### config.mk
export PLATFORM = sky130hd
export DESIGN_NAME = arm7tdmi_cp_issue_flat
export DESIGN_NICKNAME = d
export VERILOG_FILES = /design/src/rtl/arm7tdmi_pkg.sv /design/src/rtl/arm7tdmi_cp_issue_if.sv /design/src/rtl/arm7tdmi_cp_issue.sv /design/src/flat_wrapper.sv
export SDC_FILE = /design/constraint.sdc
export NUM_CORES = 1
export LEC_CHECK = 0
export CAP_MARGIN = 20
export CORE_ASPECT_RATIO = 1.4
export CORE_MARGIN = 5
export CORE_UTILIZATION = 57
export DETAILED_ROUTE_END_ITERATION = 6
export DONT_BUFFER_PORTS = 1
export GPL_TIMING_DRIVEN = 0
export MAX_ROUTING_LAYER = met4
export PLACE_DENSITY = 0.7
export SLEW_MARGIN = 0
export SYNTH_ARGS = -nofsm -noshare
export SYNTH_HDL_FRONTEND = slang
export SYNTH_SLANG_ARGS = --single-unit
### constraint.sdc
create_clock -name clk -period 2 [get_ports clk]
set_input_delay 0.4 -clock clk [delete_from_list [all_inputs] [get_ports clk]]
set_output_delay 0.4 -clock clk [all_outputs]
set_load 0.02 [all_outputs]
### src/rtl/arm7tdmi_pkg.sv
// Shared ARM7TDMI types and constants used by the coprocessor issue sequencer.
// This package holds the coprocessor op type, the issue FSM states, the instruction field positions and the class codes.
package arm7tdmi_pkg;

   typedef enum logic [1:0] {
      CP_CDP = 2'd0,
      CP_MCR = 2'd1,
      CP_MRC = 2'd2
   } cp_op_t;

   typedef enum logic [2:0] {
      CPI_IDLE  = 3'd0,
      CPI_ISSUE = 3'd1,
      CPI_WAIT  = 3'd2,
      CPI_WB    = 3'd3,
      CPI_UNDEF = 3'd4
   } cp_issue_state_t;

   localparam logic [3:0] CP_CLASS_REG = 4'b1110;
   localparam logic [2:0] CP_CLASS_LS  = 3'b110;

   localparam int F_CRM_LSB    = 0;
   localparam int F_CDP_BIT    = 4;
   localparam int F_OP2_LSB    = 5;
   localparam int F_CP_NUM_LSB = 8;
   localparam int F_RD_LSB     = 12;
   localparam int F_CRN_LSB    = 16;
   localparam int F_L_BIT      = 20;
   localparam int F_OP1_LSB    = 21;
   localparam int F_CLASS_LSB  = 24;
   localparam int F_LS_LSB     = 25;

   // Register-transfer class only; bit4 separates CDP, bit20 separates MRC from MCR.
   function automatic cp_op_t cp_decode_op(input logic [31:0] instr);
      cp_op_t op;
      if (!instr[F_CDP_BIT])   op = CP_CDP;
      else if (instr[F_L_BIT]) op = CP_MRC;
      else                     op = CP_MCR;
      return op;
   endfunction

endpackage

### src/rtl/arm7tdmi_cp_issue_if.sv
// Bundle of decode, coprocessor and write-back signals around the coprocessor issue sequencer.
// Handshake: an instruction is taken when instr_valid && instr_ready; instr_ready is high only while idle.
interface arm7tdmi_cp_issue_if;
   import arm7tdmi_pkg::*;

   logic            instr_valid;
   logic [31:0]     instr;
   logic            cond_pass;
   logic [31:0]     rs_data;
   logic            flush;
   logic            instr_ready;

   logic            cp_en;
   cp_op_t          cp_op;
   logic [3:0]      cp_num;
   logic [3:0]      cp_crn;
   logic [3:0]      cp_crm;
   logic [2:0]      cp_op1;
   logic [2:0]      cp_op2;
   logic [31:0]     cp_data_in;
   logic            cp_busy;
   logic            cp_absent;
   logic [31:0]     cp_data_out;

   logic            rd_we;
   logic [3:0]      rd_addr;
   logic [31:0]     rd_wdata;
   logic            flags_we;
   logic [3:0]      flags;
   logic            undef_req;
   logic            done;

   cp_issue_state_t dbg_state;

   modport slave (
      input  instr_valid, instr, cond_pass, rs_data, flush,
      input  cp_busy, cp_absent, cp_data_out,
      output instr_ready, cp_en, cp_op, cp_num, cp_crn, cp_crm, cp_op1, cp_op2, cp_data_in,
      output rd_we, rd_addr, rd_wdata, flags_we, flags, undef_req, done, dbg_state
   );

   modport master (
      output instr_valid, instr, cond_pass, rs_data, flush,
      output cp_busy, cp_absent, cp_data_out,
      input  instr_ready, cp_en, cp_op, cp_num, cp_crn, cp_crm, cp_op1, cp_op2, cp_data_in,
      input  rd_we, rd_addr, rd_wdata, flags_we, flags, undef_req, done, dbg_state
   );

endinterface

### src/rtl/arm7tdmi_cp_issue.sv
// Coprocessor issue sequencer: latches one decoded coprocessor instruction and drives the cp_* bus.
// It also waits out busy, raises undef on absent, LDC/STC or timeout, and writes MRC results back.
module arm7tdmi_cp_issue
   import arm7tdmi_pkg::*;
#(
   parameter int BUSY_TIMEOUT = 255
) (
   input logic               clk,
   input logic               rst_n,
   arm7tdmi_cp_issue_if.slave bus
);

   localparam int CNT_W = $clog2(BUSY_TIMEOUT + 1);

   localparam logic [2:0] S_IDLE  = CPI_IDLE;
   localparam logic [2:0] S_ISSUE = CPI_ISSUE;
   localparam logic [2:0] S_WAIT  = CPI_WAIT;
   localparam logic [2:0] S_WB    = CPI_WB;
   localparam logic [2:0] S_UNDEF = CPI_UNDEF;

   logic [2:0]       r_state;
   cp_op_t           r_op;
   logic [3:0]       r_num;
   logic [3:0]       r_crn;
   logic [3:0]       r_crm;
   logic [2:0]       r_op1;
   logic [2:0]       r_op2;
   logic [3:0]       r_rd;
   logic [31:0]      r_data_in;
   logic [31:0]      r_rdata;
   logic [CNT_W-1:0] r_cnt;
   logic             r_done;

   logic [2:0]       w_state_nxt;
   logic [CNT_W-1:0] w_cnt_nxt;
   logic [CNT_W-1:0] w_cnt_inc;
   logic             w_done_nxt;
   logic             w_capture;
   logic             w_accept;
   logic             w_is_ls;
   logic             w_in_cp;
   logic             w_timeout;
   logic             w_rd_pc;

   assign w_accept  = bus.instr_valid && (r_state == S_IDLE);
   assign w_is_ls   = (bus.instr[F_LS_LSB +: 3] == CP_CLASS_LS);
   assign w_in_cp   = (r_state == S_ISSUE) || (r_state == S_WAIT);
   assign w_cnt_inc = r_cnt + 1'b1;
   assign w_timeout = (w_cnt_inc == CNT_W'(BUSY_TIMEOUT));
   assign w_rd_pc   = (r_rd == 4'd15);

   always_comb begin
      w_state_nxt = r_state;
      w_cnt_nxt   = r_cnt;
      w_done_nxt  = 1'b0;
      w_capture   = 1'b0;
      case (r_state)
         S_IDLE: begin
            if (w_accept) begin
               if (!bus.cond_pass)  w_done_nxt  = 1'b1;
               else if (w_is_ls)    w_state_nxt = S_UNDEF;
               else                 w_state_nxt = S_ISSUE;
            end
         end
         S_ISSUE, S_WAIT: begin
            if (bus.cp_absent) begin
               w_state_nxt = S_UNDEF;
            end else if (bus.cp_busy) begin
               if (r_state == S_ISSUE) begin
                  w_state_nxt = S_WAIT;
                  w_cnt_nxt   = '0;
               end else begin
                  w_cnt_nxt = w_cnt_inc;
                  if (w_timeout) w_state_nxt = S_UNDEF;
               end
            end else if (r_op == CP_MRC) begin
               w_state_nxt = S_WB;
               w_capture   = 1'b1;
            end else begin
               w_state_nxt = S_IDLE;
               w_done_nxt  = 1'b1;
            end
         end
         S_WB: begin
            w_state_nxt = S_IDLE;
            w_done_nxt  = 1'b1;
         end
         default: w_state_nxt = S_IDLE;
      endcase
      // Flush abandons whatever is in flight, including a same-cycle acceptance.
      if (bus.flush) begin
         w_state_nxt = S_IDLE;
         w_done_nxt  = 1'b0;
         w_capture   = 1'b0;
      end
   end

   always_ff @(posedge clk or negedge rst_n) begin
      if (!rst_n) begin
         r_state   <= S_IDLE;
         r_op      <= CP_CDP;
         r_num     <= '0;
         r_crn     <= '0;
         r_crm     <= '0;
         r_op1     <= '0;
         r_op2     <= '0;
         r_rd      <= '0;
         r_data_in <= '0;
         r_rdata   <= '0;
         r_cnt     <= '0;
         r_done    <= 1'b0;
      end else begin
         r_state <= w_state_nxt;
         r_cnt   <= w_cnt_nxt;
         r_done  <= w_done_nxt;
         if (w_accept) begin
            r_op      <= cp_decode_op(bus.instr);
            r_num     <= bus.instr[F_CP_NUM_LSB +: 4];
            r_crn     <= bus.instr[F_CRN_LSB +: 4];
            r_crm     <= bus.instr[F_CRM_LSB +: 4];
            r_op1     <= bus.instr[F_OP1_LSB +: 3];
            r_op2     <= bus.instr[F_OP2_LSB +: 3];
            r_rd      <= bus.instr[F_RD_LSB +: 4];
            r_data_in <= bus.rs_data;
         end
         if (w_capture) r_rdata <= bus.cp_data_out;
      end
   end

   assign bus.instr_ready = (r_state == S_IDLE);
   assign bus.cp_en       = w_in_cp && !bus.flush;
   assign bus.cp_op       = r_op;
   assign bus.cp_num      = r_num;
   assign bus.cp_crn      = r_crn;
   assign bus.cp_crm      = r_crm;
   assign bus.cp_op1      = r_op1;
   assign bus.cp_op2      = r_op2;
   assign bus.cp_data_in  = r_data_in;
   // Rd=15 on MRC targets the CPSR flags rather than the PC.
   assign bus.rd_we       = (r_state == S_WB) && !w_rd_pc && !bus.flush;
   assign bus.flags_we    = (r_state == S_WB) && w_rd_pc && !bus.flush;
   assign bus.rd_addr     = r_rd;
   assign bus.rd_wdata    = r_rdata;
   assign bus.flags       = r_rdata[31:28];
   assign bus.undef_req   = (r_state == S_UNDEF) && !bus.flush;
   assign bus.done        = r_done;
   assign bus.dbg_state   = cp_issue_state_t'(r_state);

endmodule

### src/flat_wrapper.sv
// flat-port wrapper written by rule: the top's interface ports become plain ports
module arm7tdmi_cp_issue_flat import arm7tdmi_pkg::*;
#(
   parameter int BUSY_TIMEOUT = 255
)
  (clk, rst_n, bus_instr_valid, bus_instr, bus_cond_pass, bus_rs_data, bus_flush, bus_cp_busy, bus_cp_absent, bus_cp_data_out, bus_instr_ready, bus_cp_en, bus_cp_op, bus_cp_num, bus_cp_crn, bus_cp_crm, bus_cp_op1, bus_cp_op2, bus_cp_data_in, bus_rd_we, bus_rd_addr, bus_rd_wdata, bus_flags_we, bus_flags, bus_undef_req, bus_done, bus_dbg_state);
  arm7tdmi_cp_issue_if bus_i ();
  input logic clk;
  input logic rst_n;
  input wire logic [$bits(bus_i.instr_valid)-1:0] bus_instr_valid;
  input wire logic [$bits(bus_i.instr)-1:0] bus_instr;
  input wire logic [$bits(bus_i.cond_pass)-1:0] bus_cond_pass;
  input wire logic [$bits(bus_i.rs_data)-1:0] bus_rs_data;
  input wire logic [$bits(bus_i.flush)-1:0] bus_flush;
  input wire logic [$bits(bus_i.cp_busy)-1:0] bus_cp_busy;
  input wire logic [$bits(bus_i.cp_absent)-1:0] bus_cp_absent;
  input wire logic [$bits(bus_i.cp_data_out)-1:0] bus_cp_data_out;
  output wire logic [$bits(bus_i.instr_ready)-1:0] bus_instr_ready;
  output wire logic [$bits(bus_i.cp_en)-1:0] bus_cp_en;
  output wire logic [$bits(bus_i.cp_op)-1:0] bus_cp_op;
  output wire logic [$bits(bus_i.cp_num)-1:0] bus_cp_num;
  output wire logic [$bits(bus_i.cp_crn)-1:0] bus_cp_crn;
  output wire logic [$bits(bus_i.cp_crm)-1:0] bus_cp_crm;
  output wire logic [$bits(bus_i.cp_op1)-1:0] bus_cp_op1;
  output wire logic [$bits(bus_i.cp_op2)-1:0] bus_cp_op2;
  output wire logic [$bits(bus_i.cp_data_in)-1:0] bus_cp_data_in;
  output wire logic [$bits(bus_i.rd_we)-1:0] bus_rd_we;
  output wire logic [$bits(bus_i.rd_addr)-1:0] bus_rd_addr;
  output wire logic [$bits(bus_i.rd_wdata)-1:0] bus_rd_wdata;
  output wire logic [$bits(bus_i.flags_we)-1:0] bus_flags_we;
  output wire logic [$bits(bus_i.flags)-1:0] bus_flags;
  output wire logic [$bits(bus_i.undef_req)-1:0] bus_undef_req;
  output wire logic [$bits(bus_i.done)-1:0] bus_done;
  output wire logic [$bits(bus_i.dbg_state)-1:0] bus_dbg_state;
  assign bus_i.instr_valid = bus_instr_valid;
  assign bus_i.instr = bus_instr;
  assign bus_i.cond_pass = bus_cond_pass;
  assign bus_i.rs_data = bus_rs_data;
  assign bus_i.flush = bus_flush;
  assign bus_i.cp_busy = bus_cp_busy;
  assign bus_i.cp_absent = bus_cp_absent;
  assign bus_i.cp_data_out = bus_cp_data_out;
  assign bus_instr_ready = bus_i.instr_ready;
  assign bus_cp_en = bus_i.cp_en;
  assign bus_cp_op = bus_i.cp_op;
  assign bus_cp_num = bus_i.cp_num;
  assign bus_cp_crn = bus_i.cp_crn;
  assign bus_cp_crm = bus_i.cp_crm;
  assign bus_cp_op1 = bus_i.cp_op1;
  assign bus_cp_op2 = bus_i.cp_op2;
  assign bus_cp_data_in = bus_i.cp_data_in;
  assign bus_rd_we = bus_i.rd_we;
  assign bus_rd_addr = bus_i.rd_addr;
  assign bus_rd_wdata = bus_i.rd_wdata;
  assign bus_flags_we = bus_i.flags_we;
  assign bus_flags = bus_i.flags;
  assign bus_undef_req = bus_i.undef_req;
  assign bus_done = bus_i.done;
  assign bus_dbg_state = bus_i.dbg_state;
  arm7tdmi_cp_issue #(.BUSY_TIMEOUT(BUSY_TIMEOUT)) u_core (.clk(clk), .rst_n(rst_n), .bus(bus_i));
endmodule
==> run metrics <==
largest family of logic cells by synthesized area multiplexers; Worst R2R Start u_core.bus.dbg_state[1]; simple-gate share of the synthesized area 7.46%; Top FF cell, synth dfrtp_1; CTS tree built; syn_nets 399; final worst slack 46.2 ps; vias per cell 5.80; fin. max-slew vios 0; vias in the first global route 2547; wire length of the first global-routing pass 14600 um; Hold Vio Cnt, Final 100; status finished, violations left; worst hold slack -282 ps; number of enable flip-flop cells after synthesis 0; fin nets 411; Setup crit end kind flip-flop; Avg Cell Area, Syn 14.7 um2; worst vdd ir 590 uV; I/O pin cnt 204; post-synthesis compound-gate area fraction 3.53%; Post-Route WL 9440 um; antenna cells 0; Layout fillers 515; r2r worst-path depth 6; CORE AREA 7360 um2; Rows 37; Setup crit start kind flip-flop; Seq/Total Area, Yosys 57.8%; Max Fclk 0.512 GHz; Yosys reg bits 100; GRT Util Overall 20.4%; Setup WS pre-CTS -220 ps; share of cells above drive strength 1 44.7%; total grt overflow 0; remaining antenna violation count after routing 0; DRT Pass-1 Iters 4; dpl cells 391; Final Setup Violations 0; Hold WC Path Type input pin to asynchronous set/reset pin; CP max FO 10; port bufs 0; Syn. warnings 0; Slew @ Worst Pin 570 ps; WL/cell 23.1 um; Post-Synth Adder-Cell Area 0.578%; CTS clk-pin slew, worst paths 100 ps; Reg2Reg Setup Slack 50 ps; CTS H-tree depth 3; largest net degree at the start of global routing 101; Setup crit end u_core.bus.cp_op2[1]; Max-slew headroom 61.9%; Worst Setup SP u_core.bus.dbg_state[1]; Yosys cell types 44; detailed placement HPWL 7090 um; violated checks hold timing; final non-filler cell total 408; Remaining DRCs 0; Syn Inst Count 294; arrival time at the worst endpoint 2200 ps; commonest non-fill, non-tap cell in the layout dfrtp_1; Die Footprint 9460 um2; clock root cell clkbuf_8; mapped cell area 4330 um2; initial antenna violation count 0; Reg-to-Reg End u_core.bus.cp_op2[1]; fin crit share 97.7%; commonest cells after routing, fill and taps aside 97 x dfrtp_1, 58 x mux2_2, 29 x mux2_4, 11 x nand2_1, 11 x clkbuf_8; Static Leak 2.20 nW; initial core utilization 58.8%; fin crit period 1950 ps; Synth async-reset ratio 100%; Die H 113 um; CTS Buf Count 9; max cap viols 0; power density over the cells 1220 nW/um2; Sink Count 100; unrepaired setup endpoints after global routing true; XOR/XNOR Fraction of Synth Area 0.636%; chip width 83.6 um; Max clock buf depth 2; DRT iter0 DRCs 82; Clk Latency, worst-skew pair 360 ps; skew final 8.61 ps; mux cell area share after synthesis 25.9%; Crit path required time 2240 ps; Area Growth Syn to Fin 11.1%; Setup Crit Path Kind flip-flop to flip-flop; DR vias 2367; GP Congestion 0.780
[power breakdown]
group / internal, mW / switching [mW]
combinational: 0.618 / 0.330
clock: 0.775 / 0.674
sequential: 2.48 / 0.961
total: 3.88 / 1.96
[cells by family (layout without fill, tap and decap cells)]
family,after synthesis,after routing
flops,100,100
mux,90,90
simple gates,54,54
compound gates,24,24
buf+inv,23,40
fa+ha+maj,2,2
xor+xnor,1,1
[flip-flops by register name, summed over array words and instances, names as in the netlist]
name / flops
u_core.bus.cp_op2: 3
u_core.bus.rd_addr: 4
u_core.bus.cp_crm: 4
u_core.r_cnt: 8
u_core.bus.cp_crn: 4
u_core.bus.cp_op1: 3
u_core.bus.cp_data_in: 32
u_core.bus.done: 1
u_core.bus.cp_num: 4
u_core.bus.cp_op: 2
u_core.bus.rd_wdata: 32
u_core.bus.dbg_state: 3
[metal layers]
metal	vias to the layer above	part of all wire, %	global-route usage [%]
li1	1058	-	-
met1	1169	36	21.8
met2	122	54	34.3
met3	18	8.4	6.19
met4	0	2.3	10.1
met5	-	0	-
[cells in the mapped netlist (3+ instances only)]
library cell,instances,area share [%]
nor2_1,9,0.78
inv_1,4,0.35
nand3b_1,3,0.52
nand2b_1,4,0.58
nor3_1,4,0.46
mux2_4,29,10
nand3_1,5,0.58
buf_6,7,1.8
dfrtp_1,100,58
buf_4,10,1.7
mux2i_1,3,0.69
nand2_1,11,0.95
o21ai_0,6,0.69
mux2_2,58,15
a21oi_1,7,0.81
[cell type report]
class                   count  area, um2  area share (%)
repair buffers              2       50.0            1.04
clock buffers              11        151            3.15
multi-input cells         171       1680            34.9
plain buffers              17        203            4.22
clock inverters             5       81.3            1.69
inverters                   5       18.8           0.390
well taps                  97        121            2.52
flip-flops and latches    100       2510            52.1
[worst max-delay path, cell delays in order, from the launching register on]
cell and delay, ps:
dfrtp_2 470, buf_6 170, nor3_4 340, and2_4 220
buf_12 140, buf_8 150, mux2_2 340
[worst min-delay path by stage]
stage	start	to	slack [ps]	depth (start not counted)
floorplan	rst_n	u_core.bus.cp_crm[0]	100	0
global placement	rst_n	u_core.bus.cp_crn[0]	110	0
detailed placement	rst_n	u_core.bus.cp_num[1]	110	0
CTS	rst_n	u_core.bus.cp_num[1]	-300	0
global route	rst_n	u_core.bus.cp_num[1]	-310	0
finish	rst_n	u_core.bus.cp_num[1]	-280	0
[metrics by stage]
step,cell area (um2),TNS (ps),total power [mW],util [%],hold WS [ps]
after CTS,4700,0,5.83,63.9,-299
after detailed placement,4450,-5990,4.37,60.4,107
after global routing,4810,-306,6.10,65.3,-309
after floorplan,4330,0,4.11,-,104
final,4810,0,5.84,65.3,-282
after global placement,4450,-5690,4.32,60.4,107
[repair_timing]
action	4_1_cts	5_1_grt
endpoints found under the hold margin	100	100
cloned	0	2
resized for setup	8	15
setup endpoints to repair	59	56
setup buffers	0	0
pin swaps	2	3
No activity file was read; power rests on OpenSTA's default activity.
